**src/rtl/arm_pkg.sv**
```systemverilog
// Shared definitions for the 5-stage ARM core pipeline.
// Contents: datapath width constants, EXE command encodings, the ID->EXE
// control vector type, its bubble value, and the valid-gating helper.
package arm_pkg;

    localparam int unsigned DATA_W  = 32;
    localparam int unsigned RADDR_W = 4;
    localparam int unsigned CMD_W   = 4;

    localparam logic [3:0] EXE_CMD_MOV = 4'b0001;
    localparam logic [3:0] EXE_CMD_MVN = 4'b1001;
    localparam logic [3:0] EXE_CMD_ADD = 4'b0010;
    localparam logic [3:0] EXE_CMD_ADC = 4'b0011;
    localparam logic [3:0] EXE_CMD_SUB = 4'b0100;
    localparam logic [3:0] EXE_CMD_SBC = 4'b0101;
    localparam logic [3:0] EXE_CMD_AND = 4'b0110;
    localparam logic [3:0] EXE_CMD_ORR = 4'b0111;
    localparam logic [3:0] EXE_CMD_EOR = 4'b1000;
    localparam logic [3:0] EXE_CMD_CMP = 4'b0100;
    localparam logic [3:0] EXE_CMD_TST = 4'b0110;
    localparam logic [3:0] EXE_CMD_LDR = 4'b0010;
    localparam logic [3:0] EXE_CMD_STR = 4'b0010;

    // Control bits that cause architectural side effects in later stages.
    typedef struct packed {
        logic valid;
        logic wb_en;
        logic mem_r_en;
        logic mem_w_en;
        logic b;
        logic s;
        logic or_out;
    } ctrl_t;

    localparam ctrl_t CTRL_BUBBLE = '0;

    // An invalid slot must never write back, touch memory, branch or update SR,
    // so every side-effect bit is qualified by valid here.
    function automatic ctrl_t gate_ctrl(
        input logic valid,
        input logic wb_en,
        input logic mem_r_en,
        input logic mem_w_en,
        input logic b,
        input logic s
    );
        ctrl_t c;
        c.valid    = valid;
        c.wb_en    = wb_en & valid;
        c.mem_r_en = mem_r_en & valid;
        c.mem_w_en = mem_w_en & valid;
        c.b        = b & valid;
        c.s        = s & valid;
        c.or_out   = (mem_r_en | mem_w_en) & valid;
        return c;
    endfunction

endpackage

```
**src/rtl/pipe_reg_ce.sv**
```systemverilog
// Generic pipeline register slice.
// Ports: clk, rst_n (async active-low clear), clr (sync clear, beats en),
//        en (load d when set, otherwise hold), d in, q out (W bits).
module pipe_reg_ce #(
    parameter int unsigned W = 1
) (
    input  logic         clk,
    input  logic         rst_n,
    input  logic         clr,
    input  logic         en,
    input  logic [W-1:0] d,
    output logic [W-1:0] q
);

    logic [W-1:0] data_d;
    logic [W-1:0] data_q;

    always_comb begin
        data_d = data_q;
        if (clr) begin
            data_d = '0;
        end else if (en) begin
            data_d = d;
        end
    end

    always_ff @(posedge clk or negedge rst_n) begin
        if (!rst_n) begin
            data_q <= '0;
        end else begin
            data_q <= data_d;
        end
    end

    assign q = data_q;

endmodule

```
**src/rtl/id_exe_pipe_reg.sv**
```systemverilog
// ID->EXE pipeline register of the 5-stage ARM core.
// Captures the decoded instruction at the end of ID and presents it to EXE.
// Ports: clk, rst_n (async active-low), flush (bubble, highest priority),
//        freeze (hold), id_* decoded fields in, exe_* registered copies out,
//        exe_or_out = registered memory-access flag (load or store).
// All outputs come straight from flops; there is no input-to-output path.
module id_exe_pipe_reg
    import arm_pkg::*;
#(
    parameter int unsigned DATA_W  = arm_pkg::DATA_W,
    parameter int unsigned RADDR_W = arm_pkg::RADDR_W,
    parameter int unsigned CMD_W   = arm_pkg::CMD_W
) (
    input  logic               clk,
    input  logic               rst_n,
    input  logic               flush,
    input  logic               freeze,
    input  logic               id_valid,
    input  logic [DATA_W-1:0]  id_pc,
    input  logic               id_wb_en,
    input  logic               id_mem_r_en,
    input  logic               id_mem_w_en,
    input  logic [CMD_W-1:0]   id_exe_cmd,
    input  logic               id_b,
    input  logic               id_s,
    input  logic               id_imm,
    input  logic [11:0]        id_shift_operand,
    input  logic [23:0]        id_imm24,
    input  logic [DATA_W-1:0]  id_val_rn,
    input  logic [DATA_W-1:0]  id_val_rm,
    input  logic [RADDR_W-1:0] id_dest,
    input  logic [RADDR_W-1:0] id_src1,
    input  logic [RADDR_W-1:0] id_src2,
    input  logic [3:0]         id_sr,
    output logic               exe_valid,
    output logic [DATA_W-1:0]  exe_pc,
    output logic               exe_wb_en,
    output logic               exe_mem_r_en,
    output logic               exe_mem_w_en,
    output logic [CMD_W-1:0]   exe_exe_cmd,
    output logic               exe_b,
    output logic               exe_s,
    output logic               exe_imm,
    output logic [11:0]        exe_shift_operand,
    output logic [23:0]        exe_imm24,
    output logic [DATA_W-1:0]  exe_val_rn,
    output logic [DATA_W-1:0]  exe_val_rm,
    output logic [RADDR_W-1:0] exe_dest,
    output logic [RADDR_W-1:0] exe_src1,
    output logic [RADDR_W-1:0] exe_src2,
    output logic [3:0]         exe_sr,
    output logic               exe_or_out
);

    localparam int unsigned CTRL_W = $bits(ctrl_t);
    localparam int unsigned OPND_W = 3 * DATA_W + 12 + 24;
    localparam int unsigned IDX_W  = CMD_W + 3 * RADDR_W + 1 + 4;

    logic load_en;
    assign load_en = !freeze;

    // Control group: valid-gated side-effect bits.
    ctrl_t ctrl_in;
    ctrl_t ctrl_out;

    always_comb begin
        ctrl_in = gate_ctrl(id_valid, id_wb_en, id_mem_r_en, id_mem_w_en, id_b, id_s);
    end

    pipe_reg_ce #(.W(CTRL_W)) u_ctrl_reg (
        .clk   (clk),
        .rst_n (rst_n),
        .clr   (flush),
        .en    (load_en),
        .d     (ctrl_in),
        .q     (ctrl_out)
    );

    assign exe_valid    = ctrl_out.valid;
    assign exe_wb_en    = ctrl_out.wb_en;
    assign exe_mem_r_en = ctrl_out.mem_r_en;
    assign exe_mem_w_en = ctrl_out.mem_w_en;
    assign exe_b        = ctrl_out.b;
    assign exe_s        = ctrl_out.s;
    assign exe_or_out   = ctrl_out.or_out;

    // Operand group: loads even for invalid slots.
    logic [OPND_W-1:0] opnd_in;
    logic [OPND_W-1:0] opnd_out;

    assign opnd_in = {id_pc, id_val_rn, id_val_rm, id_shift_operand, id_imm24};

    pipe_reg_ce #(.W(OPND_W)) u_opnd_reg (
        .clk   (clk),
        .rst_n (rst_n),
        .clr   (flush),
        .en    (load_en),
        .d     (opnd_in),
        .q     (opnd_out)
    );

    assign {exe_pc, exe_val_rn, exe_val_rm, exe_shift_operand, exe_imm24} = opnd_out;

    // Index / command / flag group.
    logic [IDX_W-1:0] idx_in;
    logic [IDX_W-1:0] idx_out;

    assign idx_in = {id_exe_cmd, id_dest, id_src1, id_src2, id_imm, id_sr};

    pipe_reg_ce #(.W(IDX_W)) u_idx_reg (
        .clk   (clk),
        .rst_n (rst_n),
        .clr   (flush),
        .en    (load_en),
        .d     (idx_in),
        .q     (idx_out)
    );

    assign {exe_exe_cmd, exe_dest, exe_src1, exe_src2, exe_imm, exe_sr} = idx_out;

endmodule

```
**config.mk**
```make
export PLATFORM = sky130hd
export DESIGN_NAME = id_exe_pipe_reg
export DESIGN_NICKNAME = d
export VERILOG_FILES = /design/src/rtl/arm_pkg.sv /design/src/rtl/pipe_reg_ce.sv /design/src/rtl/id_exe_pipe_reg.sv
export SDC_FILE = /design/constraint.sdc
export NUM_CORES = 1
export LEC_CHECK = 0
export ABC_AREA = 1
export CAP_MARGIN = 10
export CORE_MARGIN = 1.5
export CORE_UTILIZATION = 30
export CTS_CLUSTER_SIZE = 14
export DETAILED_ROUTE_END_ITERATION = 8
export PLACE_DENSITY = 0.62
export SKIP_CTS_REPAIR_TIMING = 1
export SLEW_MARGIN = 0
export SYNTH_ARGS = -nofsm -noshare
export SYNTH_HDL_FRONTEND = slang
export SYNTH_HIERARCHICAL = 1
export SYNTH_SLANG_ARGS = --single-unit
```
**constraint.sdc**
```tcl
create_clock -name clk -period 0.8 [get_ports clk]
set_input_delay 0.24 -clock clk [delete_from_list [all_inputs] [get_ports clk]]
set_output_delay 0.24 -clock clk [all_outputs]
set_load 0.03 [all_outputs]
```
# Word-level counts from Yosys, hierarchy flattened
# Cells that the tools add are included.
# op_classes
eq_ne	1
mux	6
bitwise_logic	7
# ops
operator	n
$mux W132	2
$mux W21	2
$mux W7	2
$and A1 B1 Y1	6
$ne A2 B2 Y1 const B	1
$or A1 B1 Y1	1
# word_totals
ff_bits	160
input_bits	163
out_inout_bits	160
wordCells	17

# Depth between registers and ports, before layout
# logic_depth
word_depth	4
ltp_mapped	7
depth_no_buf	4

# Hierarchy
# Netlist, hierarchy kept.
# modules_own_cells
mod	n_inst	cells_per_inst	area_per_inst_um2	seq_area_each_um2
pipe_reg_ce at u_opnd_reg	1	573	5200.0	3303.2
pipe_reg_ce at u_idx_reg	1	92	873.3	525.5
pipe_reg_ce at u_ctrl_reg	1	31	297.8	175.2
id_exe_pipe_reg	1	12	45.0	0.0

# Least setup slack after synthesis
# No wires, ideal clock.
# synth_timing
kind	input to register
startpoint	input freeze
endpoint	register u_opnd_reg.data_q[100] (netlist: u_opnd_reg/q[100])
arrival_ns	1.111
slack_ns	-0.377
cell_stages	6
n_path_buf	3
path_cell_list	inv_1 buf_4 buf_2 buf_2 nand3_1 nand2_1
# synth_via
elab_chain_len	1
# synth_rtl
element	line	text
start, declared	id_exe_pipe_reg.sv:17	input logic freeze,
$ne A2 B2 Y1 (no line)	n/a	
end signal, assigned	pipe_reg_ce.sv:31	data_q <= data_d;
end, declared	pipe_reg_ce.sv:16	logic [W-1:0] data_q;
# No other way between the ends.
# A chain may end at the register's enable or synchronous reset.

# Worst setup path after layout
# layout_timing
startpoint	register u_idx_reg.data_q[1] (netlist: u_idx_reg/q[1])
endpoint	output exe_sr[1]
# layout_rtl
element	line	text
start, declared	pipe_reg_ce.sv:16	
start signal, assigned	pipe_reg_ce.sv:31	
end, declared	id_exe_pipe_reg.sv:51	output logic [3:0] exe_sr,
# No word-level cell between the ends.

==> flow_summary.ini <==
[synth]
yosysWarnings = 6
ys_types = 12
synth_top_area_share_pct = 62.4
synth_area_leader_cell = dfrtp_1
syn_nets = 871
yosysMostFrequentCell = nand2_1
seq_area_frac_synth_pct = 62.4
synth-seq-cells = 160
synth_cells = 708
synth-edff-count = 0
yosys_most_used_dff = dfrtp_1
yosys-top-cells-area = dfrtp_1 62%, nand2_1 19%, nand3_1 12%
synthArstFlopShare_pct = 100
ys_top_cells_by_count = 326 x nand2_1, 160 x dfrtp_1, 160 x nand3_1
synth.avg_cell_area_sq_um = 9.06
syn_area_sq_mm = 0.00642

[timing]
post-route-min-period_ns = 1.21
setup_viol = 173
tightest_slew_ns = 0.274
clock.fmax_mhz = 823
maxSlewViolCount = 0
skew_ns = 0
hold_viol_final = 0
setup_ws_ns = -0.415
post-route-period-util_pct = 152
slew_headroom_pct = 81.7
rsz0062_at_grt = true
fin_hold_ws_ns = 0.200

[critical_path]
critPathTopFamily = flip-flops
path_buf_inv = 1
required_ns = 0.56
r2r_slack_ns = 0.04
start_kind = flip-flop
r2r-end = u_opnd_reg/q[35]$_DFFE_PN0P_
worstPathArrival_ns = 0.97
max_stage_delay_ns = 0.41
crit_path_end_kind = output pin
r2r_cells = 3
crit_slowest_cell = dfrtp_1
path_class = reg2out
path_cells = buf_6
cp_max_fo = 2
reg2reg_from = u_opnd_reg/q[35]$_DFFE_PN0P_

[grt]
grt_max_degree = 64
first_global_vias = 5934
grt_pass1_wl_mm = 31.6
overflow = 0
antenna_found_initial = 0
grt_use_total_pct = 18.1

[detailed_routing]
ant_nets = 0
wl_per_cell_microns = 16.7
routed_wl_mm = 23.4
post-route-drc-count = 0
first_pass_iters = 4
dr.first_iter.drc_count = 259
via_count = 6443
via_per_inst = 4.60

[floorplanning]
start_util_pct = 30.5
io_pins = 323
dieArea_sq_mm = 0.0223
die_y_microns = 149
die_w_microns = 149
num_rows = 53
core_sq_mm = 0.0210

[final_layout]
fin_cells = 1401
n_antenna_cell = 0
fin_nets = 1278
nFillCells = 1893
drive_above_1_share_pct = 27.9
area.growth.synth_to_final_pct = 85.0

[power_and_ir_drop]
p_leak_nw = 6.20
p_total_w = 0.0223
vdd_drop_max_v = 0.00127
power.density_mw_per_mm2 = 1870

[clocking]
h-tree-depth = 4
cts_tree = built
cts.clk_slew.worst_paths_ns = 0.06
clk_path_buf_depth = 2
root_buffer = clkbuf_16
insertion_delay_ns = 0.42
cts_buffers = 17
cts_sinks = 160

[placed_design]
place_inst = 1296
place.port_buffers = 322
dpl.hpwl_mm = 14.6
gp_congestion = 0.784

[hold_path]
hp-start = id_valid
holdPathEnd = u_ctrl_reg/q[6]$_DFFE_PN0P_
hold_class = in2reg
holdPathStages = 3

[status]
status = finished, violations left
violations = negative setup slack

[flow_run]
drv_cap = 0
## kinds of logic after synthesis
group / Yosys count / synth area share [%]
buffers and inverters: 59 / 5.38
AND/OR/NAND/NOR: 489 / 32.2
flip-flops: 160 / 62.4
## worst max path at each step
stage / start / end / slack (ns) / cells after the start
2_1_floorplan: freeze / u_opnd_reg/q[100]$_DFFE_PN0P_ / -0.30 / 6
3_3_place_gp: flush / u_idx_reg/q[14]$_DFFE_PN0P_ / -0.86 / 6
3_5_place_dp: flush / u_idx_reg/q[9]$_DFFE_PN0P_ / -0.89 / 6
4_1_cts: u_opnd_reg/q[35]$_DFFE_PN0P_ / exe_shift_operand[11] / -0.46 / 1
5_1_grt: u_ctrl_reg/q[2]$_DFFE_PN0P_ / exe_b / -0.47 / 1
6_report: u_idx_reg/q[1]$_DFFE_PN0P_ / exe_sr[1] / -0.41 / 1
## placed cells by master, fill, tap and decap left out, types with 3 or more instances in the layout
master	instances
buf_4	72
inv_1	6
dfrtp_1	160
nand3_1	159
nand2_1	326
buf_16	3
buf_6	171
clkinvlp_4	4
inv_6	5
bufinv_16	4
buf_12	17
buf_8	4
clkbuf_16	26
nor2_4	3
clkdlybuf4s50_1	158
## layout make-up
class / count / area (sq um) / area share [%]
sequential: 160 / 4000 / 33.7
clock buffer: 18 / 429 / 3.62
inverter: 9 / 42.5 / 0.358
tap: 275 / 344 / 2.90
multi-input combinational: 490 / 2080 / 17.6
clock inverter: 12 / 183 / 1.54
timing repair buffer: 437 / 4780 / 40.3
## per-layer routing
| metal | vias to the layer above | global-route usage (%) | share of wire, % |
|---|---|---|---|
| met5 | - | 0 | 0 |
| met4 | 0 | 5.30 | 1.3 |
| met3 | 21 | 6.45 | 8.1 |
| met2 | 247 | 29.5 | 48 |
| met1 | 3110 | 22.6 | 42 |
| li1 | 3065 | - | - |
## report_power, final
group,switching (W),internal (W)
registers,0.000338,0.00854
logic,0.00229,0.00237
clock network,0.00348,0.00523
## sequential cells by signal, indices dropped and copies added (netlist names)
name          cells
u_opnd_reg/q    132
u_idx_reg/q      21
u_ctrl_reg/q      7
## through the flow
step                      setup TNS [ns]  worst slack, ns  utilization (%)  instance area [sq um]
after global placement           -127.16           -0.862             46.6                   9800
after CTS                        -125.80           -0.459             49.5                  10400
final                             -63.11           -0.415             56.5                  11900
after floorplan                   -35.75           -0.296                -                   6430
after global routing              -69.97           -0.466             56.5                  11900
after detailed placement         -128.10           -0.886             46.6                   9800
Note: power is estimated with default switching activity, not from simulation.
